<file path="src/rtl/lock_sequencer_pkg.sv">
// rtl/lock_sequencer_pkg.sv - shared states, symbol/blink encodings and timing defaults for the lock sequencer
package lock_sequencer_pkg;

    typedef enum logic [2:0] {
        ST_IDLE       = 3'd0,
        ST_ENTER      = 3'd1,
        ST_CHECK      = 3'd2,
        ST_UNLOCKED   = 3'd3,
        ST_PROG_ENTER = 3'd4,
        ST_SIGNAL     = 3'd5,
        ST_WAIT_BLINK = 3'd6
    } state_t;

    localparam logic BLINK_ERROR   = 1'b0;
    localparam logic BLINK_PROG_OK = 1'b1;
    localparam logic SYM_SHORT     = 1'b0;
    localparam logic SYM_LONG      = 1'b1;

    localparam logic [31:0] DEF_ENTRY_TIMEOUT = 32'd60000000;
    localparam logic [31:0] DEF_UNLOCK_TIME   = 32'd120000000;
    localparam logic [7:0]  DEF_CODE          = 8'b0000_0101;

    // The blinker drops done_blinking late, so it is ignored this many cycles after a pulse.
    localparam logic [1:0]  BLINK_IGNORE_CYCLES = 2'd2;

    function automatic logic [7:0] code_mask(input int len);
        logic [7:0] mask;
        mask = 8'd0;
        for (int i = 0; i < 8; i++) begin
            if (i < len) mask[i] = 1'b1;
        end
        return mask;
    endfunction

endpackage

</file>
<file path="src/rtl/lock_timeout_timer.sv">
// rtl/lock_timeout_timer.sv - saturating 32-bit cycle counter with clear, enable and limit-reached flag
module lock_timeout_timer (
    input  logic        i_clk,
    input  logic        i_rst,
    input  logic        i_clear,
    input  logic        i_enable,
    input  logic [31:0] i_limit,
    output logic        o_expired
);

    logic [31:0] r_count;

    always_ff @(posedge i_clk) begin
        if (i_rst || i_clear) begin
            r_count <= 32'd0;
        end else if (i_enable && (r_count != 32'hFFFF_FFFF)) begin
            r_count <= r_count + 32'd1;
        end
    end

    // Flags the cycle in which the count sits at limit-1; widened so limit=0 cannot wrap.
    assign o_expired = i_enable && (({1'b0, r_count} + 33'd1) >= {1'b0, i_limit});

endmodule

</file>
<file path="src/rtl/lock_sequencer.sv">
// rtl/lock_sequencer.sv - press-code lock FSM with programming mode and blink feedback handshake
module lock_sequencer
    import lock_sequencer_pkg::*;
#(
    parameter int          CODE_LEN      = 4,
    parameter logic [7:0]  DEFAULT_CODE  = DEF_CODE,
    parameter logic [31:0] ENTRY_TIMEOUT = DEF_ENTRY_TIMEOUT,
    parameter logic [31:0] UNLOCK_TIME   = DEF_UNLOCK_TIME
) (
    input  logic       hwclk,
    input  logic       rst,
    input  logic       press_valid,
    input  logic       press_long,
    input  logic       prog_req,
    input  logic       done_blinking,
    output logic       start_blinking,
    output logic       blink_type,
    output logic       unlocked,
    output logic       busy,
    output logic [3:0] entry_count
);

    localparam logic [7:0] CODE_MASK = code_mask(CODE_LEN);
    localparam logic [3:0] LEN4      = 4'(CODE_LEN);

    state_t     r_state;
    logic [7:0] r_code;
    logic [7:0] r_shift;
    logic [3:0] r_count;
    logic [1:0] r_wait;
    logic       r_start;
    logic       r_type;
    logic       r_unlocked;
    logic       r_busy;

    logic       w_sym;
    logic [7:0] w_shift_ins;
    logic       w_last;
    logic       w_match;
    logic       w_in_entry;
    logic       w_entry_expired;
    logic       w_unlock_expired;

    assign w_sym      = press_long ? SYM_LONG : SYM_SHORT;
    assign w_last     = (r_count + 4'd1) == LEN4;
    assign w_match    = ((r_shift ^ r_code) & CODE_MASK) == 8'd0;
    assign w_in_entry = (r_state == ST_ENTER) || (r_state == ST_PROG_ENTER);

    always_comb begin
        w_shift_ins = r_shift;
        w_shift_ins[r_count[2:0]] = w_sym;
    end

    // A press restarts the idle window, so it always beats a same-cycle timeout.
    lock_timeout_timer u_entry_timer (
        .i_clk     (hwclk),
        .i_rst     (rst),
        .i_clear   (!w_in_entry || press_valid),
        .i_enable  (w_in_entry),
        .i_limit   (ENTRY_TIMEOUT),
        .o_expired (w_entry_expired)
    );

    lock_timeout_timer u_unlock_timer (
        .i_clk     (hwclk),
        .i_rst     (rst),
        .i_clear   (r_state != ST_UNLOCKED),
        .i_enable  (r_state == ST_UNLOCKED),
        .i_limit   (UNLOCK_TIME),
        .o_expired (w_unlock_expired)
    );

    always_ff @(posedge hwclk) begin
        if (rst) begin
            r_state    <= ST_IDLE;
            r_code     <= DEFAULT_CODE;
            r_shift    <= 8'd0;
            r_count    <= 4'd0;
            r_wait     <= 2'd0;
            r_start    <= 1'b0;
            r_type     <= BLINK_ERROR;
            r_unlocked <= 1'b0;
            r_busy     <= 1'b0;
        end else begin
            r_start <= 1'b0;
            case (r_state)
                ST_IDLE: begin
                    if (press_valid) begin
                        r_shift <= {7'd0, w_sym};
                        r_count <= 4'd1;
                        if (CODE_LEN == 1) begin
                            r_state <= ST_CHECK;
                            r_busy  <= 1'b1;
                        end else begin
                            r_state <= ST_ENTER;
                        end
                    end
                end
                ST_ENTER, ST_PROG_ENTER: begin
                    if (press_valid) begin
                        r_shift <= w_shift_ins;
                        r_count <= r_count + 4'd1;
                        if (w_last) begin
                            r_busy <= 1'b1;
                            if (r_state == ST_ENTER) begin
                                r_state <= ST_CHECK;
                            end else begin
                                r_code     <= w_shift_ins;
                                r_unlocked <= 1'b0;
                                r_type     <= BLINK_PROG_OK;
                                r_start    <= 1'b1;
                                r_state    <= ST_SIGNAL;
                            end
                        end
                    end else if (w_entry_expired) begin
                        r_count    <= 4'd0;
                        r_unlocked <= 1'b0;
                        r_type     <= BLINK_ERROR;
                        r_start    <= 1'b1;
                        r_busy     <= 1'b1;
                        r_state    <= ST_SIGNAL;
                    end
                end
                ST_CHECK: begin
                    if (w_match) begin
                        r_unlocked <= 1'b1;
                        r_busy     <= 1'b0;
                        r_state    <= ST_UNLOCKED;
                    end else begin
                        r_type  <= BLINK_ERROR;
                        r_start <= 1'b1;
                        r_state <= ST_SIGNAL;
                    end
                end
                ST_UNLOCKED: begin
                    if (prog_req) begin
                        r_shift <= 8'd0;
                        r_count <= 4'd0;
                        r_state <= ST_PROG_ENTER;
                    end else if (w_unlock_expired) begin
                        r_unlocked <= 1'b0;
                        r_count    <= 4'd0;
                        r_state    <= ST_IDLE;
                    end
                end
                ST_SIGNAL: begin
                    r_wait  <= 2'd0;
                    r_state <= ST_WAIT_BLINK;
                end
                ST_WAIT_BLINK: begin
                    if (r_wait < BLINK_IGNORE_CYCLES) begin
                        r_wait <= r_wait + 2'd1;
                    end else if (done_blinking) begin
                        r_count <= 4'd0;
                        r_busy  <= 1'b0;
                        r_state <= ST_IDLE;
                    end
                end
                default: begin
                    r_busy  <= 1'b0;
                    r_state <= ST_IDLE;
                end
            endcase
        end
    end

    assign start_blinking = r_start;
    assign blink_type     = r_type;
    assign unlocked       = r_unlocked;
    assign busy           = r_busy;
    assign entry_count    = r_count;

endmodule

</file>
<file path="config.mk">
export PLATFORM = sky130hd
export DESIGN_NAME = lock_sequencer
export DESIGN_NICKNAME = d
export VERILOG_FILES = /design/src/rtl/lock_sequencer_pkg.sv /design/src/rtl/lock_timeout_timer.sv /design/src/rtl/lock_sequencer.sv
export SDC_FILE = /design/constraint.sdc
export NUM_CORES = 1
export LEC_CHECK = 0
export CORE_MARGIN = 1
export CORE_UTILIZATION = 55
export DETAILED_ROUTE_END_ITERATION = 8
export GPL_ROUTABILITY_DRIVEN = 0
export PLACE_DENSITY_LB_ADDON = 0.3
export SYNTH_ARGS = -nofsm -noshare
export SYNTH_HDL_FRONTEND = slang
export SYNTH_SLANG_ARGS = --single-unit
export TNS_END_PERCENT = 5
</file>
<file path="constraint.sdc">
create_clock -name hwclk -period 3.4 [get_ports hwclk]
set_input_delay 0.85 -clock hwclk [delete_from_list [all_inputs] [get_ports hwclk]]
set_output_delay 0.85 -clock hwclk [all_outputs]
set_load 0.02 [all_outputs]
</file>
==> reports/results.tsv <==
metric	value	unit
first_pass_iters	7	
pwr-share-clk	27.6	%
cp.required	3.66	ns
grt_max_degree	33	
fp.coreArea	8806	sq um
switchingPower	1.029	mW
rsz0062_at_grt	false	
yosysTopAreaCell	dfxtp_1	
filler_cell_count	769	
clkLatencyLatePin	0.36	ns
setup_viol	0	
final.setup.worst_slack	0.2760	ns
cts_buffers	9	
crit_fanout	8	
num_rows	34	
violations	DRC	
power_density	531.6	nW/um^2
cts_num_sinks	85	
synth_top_area_share	33.81	%
reg2regPathDepth	10	
yosysMostFrequentCell	dfxtp_1	
area_growth	8.625	%
ant_nets	0	
pwr-share-seq	44.9	%
postCtsSetupRepairBufs	0	
drive_gt1_share	7.886	%
finalClockSkew	0.01402	ns
hpwlAfterDp	8102	um
finish.utilization	62.09	%
initial_core_util	57.16	%
cts_root_buf	clkbuf_8	
tightest_slew	1.109	ns
ys_types	74	
ys_warn_count	0	
ys_seq_elements	85	
hold_path.class	flop to flop	
grt_overflow_total	0	
numPortBuffers	13	
max-slew-margin-rel	26.06	%
cp-start-kind	flop	
hold_viol_final	0	
die_y	97.67	um
cts_tree	built	
routed_wl	11680	um
fmax	320.1	MHz
drv_slew	0	
nets	639	
synth_top_flop_cell	dfxtp_1	
ir_worst_vdd	0.0002574	V
clk_path_buf_depth	2	
post-route-min-period	3.124	ns
postPlaceCellArea	5239	sq um
dp_slack	0.2856	ns
antenna_found_initial	0	
syn-mean-instance-area	7.977	sq um
wl_per_cell	15.74	um
yosysSeqAreaShare	33.81	%
boundaryPins	14	
ys_top_cells_by_count	dfxtp_1 (85), a21oi_1 (75), nor2_1 (57)	
arrival	3.39	ns
leakage	1.875	nW
grt_pass1_wl	20150	um
whs_path_depth	2	
syn_area	5034	sq um
hold_slack	0.4655	ns
outcome	finished, violations left	
synth_nets	641	
design_area	5468	sq um
clk_pin_slew	0.09	ns
synthTopCellsByArea	dfxtp_1 (34%), a21oi_1 (7.5%), xnor2_1 (5.4%)	
endpoint_kind	flop	
cap_violations	0	
worst-setup-path-type	flop to flop	
synth-edff-count	0	
grt_pass1_vias	4356	
fp.dieW	97.67	um
drcViolationCount	8	
async_reset_ff_share	0	%
swShare	35.41	%
p_comb_share	27.5	%
drtIter0Drc	251	
fin_crit_sh	91.88	%
p_int	1.877	mW
via_count	4712	
synthCells	631	
fin_tns_setup	0	ns
antenna_cells	0	
avgViaCountPerCell	6.350	
h-tree-depth	3	
grt_usage	25.32	%
dieArea	9538	sq um
## per-stage QoR
step / total power, mW / instances
final: 2.906 / 742
after global routing: 3.072 / 742
after detailed placement: 2.108 / 726
after global placement: 2.078 / 726
after floorplan: 1.899 / 631
after CTS: 2.912 / 742
## cell type report
type / instances / area, sq um / area share, %
multi-input combinational: 497 / 3148 / 57.57
sequential: 85 / 1702 / 31.12
timing repair buffer: 25 / 220.2 / 4.027
clock buffer: 10 / 137.6 / 2.517
tap: 108 / 135.1 / 2.471
clock inverter: 6 / 83.83 / 1.533
inverter: 11 / 41.29 / 0.7551
## critical path: stages, from the launching register on
cell	delay, ns
dfxtp_1	0.44
ha_2	0.32
inv_2	0.11
nor4_4	0.44
or4_1	0.17
a22oi_1	0.08
o211a_2	0.27
or4_4	0.55
nand2_1	0.22
a31oi_1	0.13
a311oi_1	0.30
## path summary, 6_finish.rpt
path                                                start          to  slack, ns
worst min-delay path                           blink_type  blink_type       0.47
worst max-delay path            u_unlock_timer.r_count[0]  r_state[0]       0.28
worst max register to register  u_unlock_timer.r_count[0]  r_state[0]       0.28
worst min register to register                 blink_type  blink_type       0.47
## routing by layer
| layer | vias up | share of wire [%] | global-route usage (%) |
|---|---|---|---|
| li1 | 2329 | - | - |
| met1 | 2206 | 46 | 34.49 |
| met2 | 152 | 46 | 40.37 |
| met3 | 25 | 5.6 | 3.525 |
| met4 | 0 | 1.7 | 10.14 |
| met5 | - | 0 | 0 |
## cell families (layout without fill, tap and decap cells)
logic type	count (synthesis)	in the layout	share of synthesized area, %
and+or+nand+nor	269	269	29.63
DFF	85	85	33.81
buffers and inverters	49	52	3.853
AOI/OAI and AO/OA	158	158	20.06
adders and majority gates	4	4	0.9943
xor gates and xnor gates	59	59	10.27
muxes	7	7	1.392
## power by group through the flow
stage	combinational, mW	sequential (mW)	clock [mW]
floorplan	0.650	1.25	0
global placement	0.763	1.31	0
detailed placement	0.787	1.32	0
CTS	0.795	1.30	0.818
global route	0.889	1.33	0.854
finish	0.800	1.30	0.801
## state kept, by name (all words and copies together) (netlist names)
name                    flops
blink_type                  1
unlocked                    1
busy                        1
r_wait                      2
r_state                     3
entry_count                 4
u_entry_timer.r_count      32
r_code                      4
start_blinking              1
r_shift                     4
u_unlock_timer.r_count     32
## layout by cell type, fill, tap and decap left out, drive strengths merged, types with 8 or more instances in the layout
cell type / synthesis / layout
nor2: 58 / 58
a31oi: 9 / 9
and4: 8 / 8
nor4: 21 / 21
buf: 7 / 12
nand2: 48 / 48
clkdlybuf4s50: 0 / 13
o21ai: 14 / 14
clkbuf: 31 / 10
nor3: 19 / 19
xnor2: 31 / 31
a21oi: 76 / 76
nand2b: 12 / 12
xor2: 28 / 28
nand4: 24 / 24
and3: 17 / 17
inv: 10 / 11
nand3: 26 / 26
dfxtp: 85 / 85
## repair_timing
item                       CTS  global route
gates resized for setup      0             2
hold buffers                 0             0
setup endpoints to repair    0             1
(Power assumes the default switching activity.)
